$ cat config.mk
export PLATFORM = sky130hd
export DESIGN_NAME = io_input_bank
export DESIGN_NICKNAME = d
export VERILOG_FILES = /design/src/rtl/io_pkg.sv /design/src/rtl/io_debounce.sv /design/src/rtl/io_input_bank.sv
export SDC_FILE = /design/constraint.sdc
export NUM_CORES = 1
export LEC_CHECK = 0
export CAP_MARGIN = 10
export CELL_PAD_IN_SITES_DETAIL_PLACEMENT = 0
export CELL_PAD_IN_SITES_GLOBAL_PLACEMENT = 1
export CORE_ASPECT_RATIO = 2
export CORE_MARGIN = 3
export CORE_UTILIZATION = 41
export DETAILED_ROUTE_END_ITERATION = 16
export PLACE_DENSITY = 0.8
export SETUP_SLACK_MARGIN = 0.02
export SYNTH_ARGS = -nofsm -noshare
export SYNTH_HDL_FRONTEND = slang
export SYNTH_SLANG_ARGS = --single-unit
export TNS_END_PERCENT = 30
$ cat constraint.sdc
create_clock -name io_clk -period 1.9 [get_ports io_clk]
set_input_delay 0.38 -clock io_clk [delete_from_list [all_inputs] [get_ports io_clk]]
set_output_delay 0.38 -clock io_clk [all_outputs]
set_load 0.03 [all_outputs]
$ cat src/rtl/io_pkg.sv
`default_nettype none
// ============================================================================
//  Module      : io_pkg
//  Description : Shared constants, types and the word-select decoder used by
//                the sc_computer IO-space input-port bank.
//                IO_SEL_LSB/IO_SEL_MSB : address bits that form the word select
//                IO_DEFAULT_BASE_SEL   : default select value of port 0
//                IO_STATUS_OFS/MASK_OFS: register offsets past the port block
//  Revision    : 1.0 - initial release
// ============================================================================
package io_pkg;

    localparam int unsigned IO_SEL_LSB          = 2;
    localparam int unsigned IO_SEL_MSB          = 7;
    localparam logic [5:0]  IO_DEFAULT_BASE_SEL = 6'h20;
    localparam int unsigned IO_MAX_PORTS        = 8;

    // STATUS and MASK sit directly after the last port word.
    localparam int unsigned IO_STATUS_OFS = 0;
    localparam int unsigned IO_MASK_OFS   = 1;

    typedef enum logic [1:0] {
        IO_SEL_NONE   = 2'd0,
        IO_SEL_PORT   = 2'd1,
        IO_SEL_STATUS = 2'd2,
        IO_SEL_MASK   = 2'd3
    } io_sel_kind_e;

    typedef struct packed {
        io_sel_kind_e kind;
        logic [2:0]   idx;   // port index, meaningful only for IO_SEL_PORT
    } io_decode_t;

    // Offset is taken modulo 64 so selects below the base wrap to large
    // offsets and fall through to IO_SEL_NONE.
    function automatic io_decode_t io_decode(
        input logic [5:0]  sel,
        input logic [5:0]  base,
        input int unsigned nports
    );
        logic [5:0]  ofs;
        logic [31:0] ofs32;
        io_decode_t  d;
        ofs    = sel - base;
        ofs32  = {26'd0, ofs};
        d.kind = IO_SEL_NONE;
        d.idx  = ofs[2:0];
        if (ofs32 < nports) begin
            d.kind = IO_SEL_PORT;
        end else if (ofs32 == nports + IO_STATUS_OFS) begin
            d.kind = IO_SEL_STATUS;
        end else if (ofs32 == nports + IO_MASK_OFS) begin
            d.kind = IO_SEL_MASK;
        end
        return d;
    endfunction

endpackage : io_pkg
`default_nettype wire

$ cat src/rtl/io_debounce.sv
`default_nettype none
// ============================================================================
//  Module      : io_debounce
//  Description : Two-flop synchroniser followed by a word-wide debounce
//                filter. A new value is accepted once it has been seen on
//                the synchroniser output for DB_CYCLES consecutive cycles.
//  Ports       : clk      - clock, all state on posedge
//                rst_n    - asynchronous active-low reset
//                i_async  - asynchronous input word
//                o_stable - debounced, accepted value
//                o_chg    - high for the cycle in which o_stable is updated
//                           on the next edge
//  Revision    : 1.0 - initial release
// ============================================================================
module io_debounce #(
    parameter int WIDTH     = 32,
    parameter int DB_CYCLES = 4
) (
    input  logic             clk,
    input  logic             rst_n,
    input  logic [WIDTH-1:0] i_async,
    output logic [WIDTH-1:0] o_stable,
    output logic             o_chg
);

    localparam int             CW     = $clog2(DB_CYCLES + 1);
    localparam logic [CW-1:0]  C_LAST = CW'(DB_CYCLES - 1);
    localparam logic [CW-1:0]  C_ONE  = CW'(1);

    logic [WIDTH-1:0] r_s1;
    logic [WIDTH-1:0] r_s2;
    logic [WIDTH-1:0] r_stable;
    logic [CW-1:0]    r_cnt;

    logic w_diff;
    logic w_commit;

    assign w_diff   = (r_s2 != r_stable);
    assign w_commit = w_diff && (r_cnt == C_LAST);

    // Any return of the sampled word to the accepted value restarts the
    // count, so a glitch shorter than DB_CYCLES never reaches C_LAST.
    always_ff @(posedge clk or negedge rst_n) begin
        if (!rst_n) begin
            r_s1     <= '0;
            r_s2     <= '0;
            r_stable <= '0;
            r_cnt    <= '0;
        end else begin
            r_s1 <= i_async;
            r_s2 <= r_s1;
            if (!w_diff) begin
                r_cnt <= '0;
            end else if (w_commit) begin
                r_stable <= r_s2;
                r_cnt    <= '0;
            end else begin
                r_cnt <= r_cnt + C_ONE;
            end
        end
    end

    assign o_stable = r_stable;
    assign o_chg    = w_commit;

endmodule : io_debounce
`default_nettype wire

$ cat src/rtl/io_input_bank.sv
`default_nettype none
// ============================================================================
//  Module      : io_input_bank
//  Description : Memory-mapped bank of NUM_PORTS debounced input ports with a
//                sticky change-status register, an interrupt mask and a
//                registered level interrupt.
//  Ports       : io_clk        - IO clock
//                resetn        - asynchronous active-low reset
//                addr          - CPU byte address, addr[7:2] is the word select
//                io_rd         - read strobe, qualifies STATUS clear-on-read
//                io_wr         - write strobe (MASK only)
//                io_write_data - write data
//                in_port       - asynchronous inputs, port i at [i*WIDTH +: WIDTH]
//                io_read_data  - combinational read data
//                irq           - registered |(STATUS & MASK)
//  Map         : BASE_SEL+i            port i stable value (RO)
//                BASE_SEL+NUM_PORTS    STATUS (clear-on-read)
//                BASE_SEL+NUM_PORTS+1  MASK (RW)
//  Revision    : 1.0 - initial release
// ============================================================================
module io_input_bank
    import io_pkg::*;
#(
    parameter int         NUM_PORTS = 2,
    parameter int         WIDTH     = 32,
    parameter int         DB_CYCLES = 4,
    parameter logic [5:0] BASE_SEL  = IO_DEFAULT_BASE_SEL
) (
    input  logic                       io_clk,
    input  logic                       resetn,
    input  logic [31:0]                addr,
    input  logic                       io_rd,
    input  logic                       io_wr,
    input  logic [31:0]                io_write_data,
    input  logic [NUM_PORTS*WIDTH-1:0] in_port,
    output logic [31:0]                io_read_data,
    output logic                       irq
);

    logic [WIDTH-1:0]     w_stable [NUM_PORTS];
    logic [NUM_PORTS-1:0] w_chg;
    logic [5:0]           w_sel;
    io_decode_t           w_dec;
    logic                 w_status_clr;
    logic                 w_mask_wr;
    logic                 w_unused_bits;

    logic [NUM_PORTS-1:0] r_status;
    logic [NUM_PORTS-1:0] r_mask;
    logic                 r_irq;

    // ------------------------------------------------------------------
    // Per-port synchroniser and debounce
    // ------------------------------------------------------------------
    for (genvar g = 0; g < NUM_PORTS; g++) begin : g_port
        io_debounce #(
            .WIDTH     (WIDTH),
            .DB_CYCLES (DB_CYCLES)
        ) u_debounce (
            .clk      (io_clk),
            .rst_n    (resetn),
            .i_async  (in_port[g*WIDTH +: WIDTH]),
            .o_stable (w_stable[g]),
            .o_chg    (w_chg[g])
        );
    end

    // ------------------------------------------------------------------
    // Address decode
    // ------------------------------------------------------------------
    assign w_sel        = addr[IO_SEL_MSB:IO_SEL_LSB];
    assign w_dec        = io_decode(w_sel, BASE_SEL, NUM_PORTS);
    assign w_status_clr = io_rd && (w_dec.kind == IO_SEL_STATUS);
    assign w_mask_wr    = io_wr && (w_dec.kind == IO_SEL_MASK);

    // Address bits outside the word select and write-data bits above the
    // mask width carry no meaning for this block.
    assign w_unused_bits = ^{addr[31:IO_SEL_MSB+1], addr[IO_SEL_LSB-1:0],
                             io_write_data[31:NUM_PORTS]};

    // ------------------------------------------------------------------
    // Read mux
    // ------------------------------------------------------------------
    always_comb begin
        io_read_data = '0;
        case (w_dec.kind)
            IO_SEL_PORT: begin
                for (int i = 0; i < NUM_PORTS; i++) begin
                    if (w_dec.idx == 3'(i)) begin
                        io_read_data[WIDTH-1:0] = w_stable[i];
                    end
                end
            end
            IO_SEL_STATUS: io_read_data[NUM_PORTS-1:0] = r_status;
            IO_SEL_MASK:   io_read_data[NUM_PORTS-1:0] = r_mask;
            default:       io_read_data = '0;
        endcase
    end

    // ------------------------------------------------------------------
    // STATUS, MASK and interrupt
    // ------------------------------------------------------------------
    always_ff @(posedge io_clk or negedge resetn) begin
        if (!resetn) begin
            r_status <= '0;
            r_mask   <= '0;
            r_irq    <= 1'b0;
        end else begin
            // A change landing in the same cycle as the clearing read is
            // kept, so the CPU cannot lose an event it has not yet seen.
            r_status <= (w_status_clr ? '0 : r_status) | w_chg;
            if (w_mask_wr) begin
                r_mask <= io_write_data[NUM_PORTS-1:0];
            end
            r_irq <= |(r_status & r_mask);
        end
    end

    assign irq = r_irq;

endmodule : io_input_bank
`default_nettype wire
==> impl_metrics.env <==
export IMPL_floorplan_rows=68
export IMPL_cp_required_ns=1.52
export IMPL_ys_dominant_reg_cell="sky130_fd_sc_hd__dfrtp_1"
export IMPL_postSynthNetCount=593
export IMPL_violations="setup timing"
export IMPL_synthDominantAreaCellType="sky130_fd_sc_hd__dfrtp_1"
export IMPL_fraction_of_synthesized_area_in_multiplexers=0.122
export IMPL_finalSetupViolations=56
export IMPL_final_seq_area_sq_mm=0.00508
export IMPL_critPathSlowestCell="sky130_fd_sc_hd__dfrtp_1"
export IMPL_drc=0
export IMPL_clk_root_buffer_cell="sky130_fd_sc_hd__clkbuf_16"
export IMPL_xor_xnor_portion_of_the_synthesized_cell_area=0.0763
export IMPL_cts_sinks=203
export IMPL_htree_num_levels=1
export IMPL_worst_slew_margin_rel=0.696
export IMPL_post_route_cells_drive_above_1_share=0.430
export IMPL_detailed_place_hpwl_um=10800
export IMPL_cp_cell_sequence="mux2_4 > a222oi_1 > nor2_1 > buf_4"
export IMPL_clock_insertion_delay_worst_skew_ns=0.48
export IMPL_class_of_the_most_critical_setup_path="flop to output pin"
export IMPL_synth_top_family_by_area="multiplexers"
export IMPL_hold_path_startpoint="in_port[23]"
export IMPL_dr_first_iter_drc_count=151
export IMPL_dp_cells=794
export IMPL_yosys_area_share_simple=0.0530
export IMPL_final_hold_viol_count=0
export IMPL_n_fill_cell=1299
export IMPL_detail_route_vias_per_cell=5.04
export IMPL_final_hold_worst_slack_ns=0.333
export IMPL_routed_antenna_nets=0
export IMPL_nNetsFinal=760
export IMPL_vias=4267
export IMPL_synth_seq_area_share=0.692
export IMPL_p_per_area_mw_per_mm2=865
export IMPL_static_leakage_power_nw=4.32
export IMPL_timing_max_cap_violations=0
export IMPL_worst_pin_slew_ns=0.456
export IMPL_yosysWarningCount=0
export IMPL_portBuffers=108
export IMPL_final_wtd_congestion=0.832
export IMPL_path_clk_slew_ns=0.07
export IMPL_end_kind="output pin"
export IMPL_drt_pass1_iterations=6
export IMPL_ff2ff_setup_slack_ns=-0.10
export IMPL_netlist_area_leader_share=0.692
export IMPL_total_die_area_sq_mm=0.0197
export IMPL_routed_wire_length_per_instance_um=20.0
export IMPL_synth_compound_area_share=0.0402
export IMPL_vdd_ir_drop_worst_mv=0.734
export IMPL_hold_depth=1
export IMPL_post_synth_top_count_cell="sky130_fd_sc_hd__dfrtp_1"
export IMPL_worst_r2r_startpoint="g_port[1].u_debounce.o_stable[6]"
export IMPL_multi_input_area_sq_mm=0.00268
export IMPL_fin_cells=847
export IMPL_post_synth_fa_ha_maj_area_fraction=0.00341
export IMPL_timing_final_crit_share=1.12
export IMPL_tritoncts_buffers=17
export IMPL_floorplan_die_width_um=101
export IMPL_placed_cell_area_sq_mm=0.00902
export IMPL_grt_pass1_wl_um=26700
export IMPL_dp_slack_ns=-0.547
export IMPL_layout_setup_ws_ns=-0.219
export IMPL_final_max_slew_violation_count=0
export IMPL_rsz0062_at_grt="yes"
export IMPL_clock_tree_buffer_depth=3
export IMPL_worstReg2RegEnd="g_port[1].u_debounce.o_stable[10]"
export IMPL_timing_final_crit_period_ns=2.12
export IMPL_die_h_um=195
export IMPL_tritoncts="built"
export IMPL_syn_area_per_cell_sq_um=16.0
export IMPL_worst_hold_path_endpoint="g_port[0].u_debounce.r_s1[23]"
export IMPL_ys_top_cells_by_count="sky130_fd_sc_hd__dfrtp_1 (203), sky130_fd_sc_hd__xnor2_1 (64), sky130_fd_sc_hd__mux2_2 (34), sky130_fd_sc_hd__mux2_4 (34)"
export IMPL_antenna_cells=0
export IMPL_initial_antenna_violation_count=0
export IMPL_fmax_mhz=472
export IMPL_ys_ff_latch=203
export IMPL_grt_max_degree=59
export IMPL_max_stage_delay_ns=0.39
export IMPL_syn_to_final_growth_pct=43.3
export IMPL_grt_usage=0.178
export IMPL_coreArea_sq_mm=0.0174
export IMPL_synth_async_sr_flop_share=1.00
export IMPL_io_pin_count=165
export IMPL_post_synth_main_area_contributors="sky130_fd_sc_hd__dfrtp_1 (69%), sky130_fd_sc_hd__xnor2_1 (7.6%), sky130_fd_sc_hd__mux2_4 (7.0%)"
export IMPL_timing_reg2reg_worst_path_depth=7
export IMPL_status="complete, but fails checks"
export IMPL_holdCritPathClass="input pin to flop"
export IMPL_grt_overflow_total=0
export IMPL_final_cell_area_sq_mm=0.0105
export IMPL_summed_instance_area_of_the_synthesized_netlist_sq_mm=0.00734
export IMPL_initial_standard_cell_utilization_of_the_core=0.421
export IMPL_first_global_vias=4865
export IMPL_synth_cell_types=27
export IMPL_wirelength_um=16900
export IMPL_final_setup_skew_ns=0.0168
export IMPL_startpoint_type="flop"
export IMPL_cp_arrival_ns=1.74
export IMPL_synth_enable_flop_cells=0
export IMPL_post_synth_inst_count=459
export IMPL_critical_path_peak_fanout=2
==> cell families after synthesis <==
kind of cell	after synthesis
AND/OR/NAND/NOR	69
multiplexers	68
adder cells (fa/ha/maj)	2
flip-flops	203
XOR/XNOR	64
buffers and inverters	15
AO/OA/AOI/OAI	38
==> cell usage in the layout (no fill, tap or decap), drive strengths merged <==
cell and instances:
dfrtp 203, buf 92, clkdlybuf4s50 69, mux2 68, xnor2 64, nor2 31
a22oi 31, clkbuf 21, nand4 17, clkinv 6, nor3b 5, nor4 4
bufinv 3, nor3 3, nor2b 2, a21boi 2, ha 2, and2 2
a21o 2, or4b 1, a222oi 1, nor4b 1, nand2b 1, nand4b 1
nand2 1, a21oi 1, a22o 1, inv 1, dlygate4sd3 1
==> registers in the layout (all words and copies together), names as in the netlist <==
| register | count |
|---|---|
| g_port.u_debounce.r_s1 | 64 |
| g_port.u_debounce.r_s2 | 64 |
| g_port.u_debounce.o_stable | 64 |
| r_status | 2 |
| irq | 1 |
| r_mask | 2 |
| g_port.u_debounce.r_cnt | 6 |
==> final cells by class <==
type,count,area share
Clock buffer,20,0.0434
Timing Repair Buffer,163,0.182
Tap cell,210,0.0250
Multi-Input combinational cell,241,0.254
Sequential cell,203,0.483
Clock inverter,10,0.0122
==> worst max path at each step <==
stage	from	end	slack (ns)	depth (start not counted)
after floorplan	addr[4]	io_read_data[13]	-0.09	4
after global placement	addr[6]	io_read_data[6]	-0.49	7
after detailed placement	addr[2]	io_read_data[6]	-0.55	7
after CTS	r_mask[1]	io_read_data[1]	-0.20	4
after global routing	r_mask[1]	io_read_data[1]	-0.28	4
final	r_mask[1]	io_read_data[1]	-0.22	4
==> report_power, final <==
group | switching [mW] | internal [mW] | leakage (nW) | total (mW)
Sequential | 0.170 | 4.54 | 2.38 | 4.71
Clock | 1.48 | 2.14 | 0.295 | 3.62
Combinational | 0.322 | 0.458 | 1.65 | 0.780
Total | 1.97 | 7.14 | 4.32 | 9.11
==> through the flow <==
stage / util / TNS (ns) / power, mW
after floorplan: - / -2.38 / 5.01
after global placement: 0.517 / -17.05 / 5.40
after detailed placement: 0.517 / -20.03 / 5.42
after CTS: 0.599 / -3.35 / 9.20
after global routing: 0.603 / -6.67 / 9.45
final: 0.603 / -3.28 / 9.11
==> metal layers <==
layer	wire length [um]	GRT usage	vias to the layer above
met1	6380	0.213	2220
met5	0	0	-
li1	-	-	1932
met2	9540	0.325	96
met3	610	0.0225	19
met4	391	0.0560	0
==> worst max-delay path: cells and delay by family (launching register included) <==
family	cells	cell delay, ns
flip-flops	1	0.39
AO/OA/AOI/OAI	1	0.33
multiplexers	1	0.26
buffers and inverters	1	0.18
AND/OR/NAND/NOR	1	0.11
==> what timing repair did <==
action | CTS | global route
endpoints found under the setup margin | 97 | 98
gates cloned | 7 | 0
hold buffers | 1 | 0
hold endpoints to repair | 48 | 0
setup buffers | 14 | 2
gates resized for setup | 163 | 11
pin swaps | 36 | 18
Power figures use the tool's default switching activity.
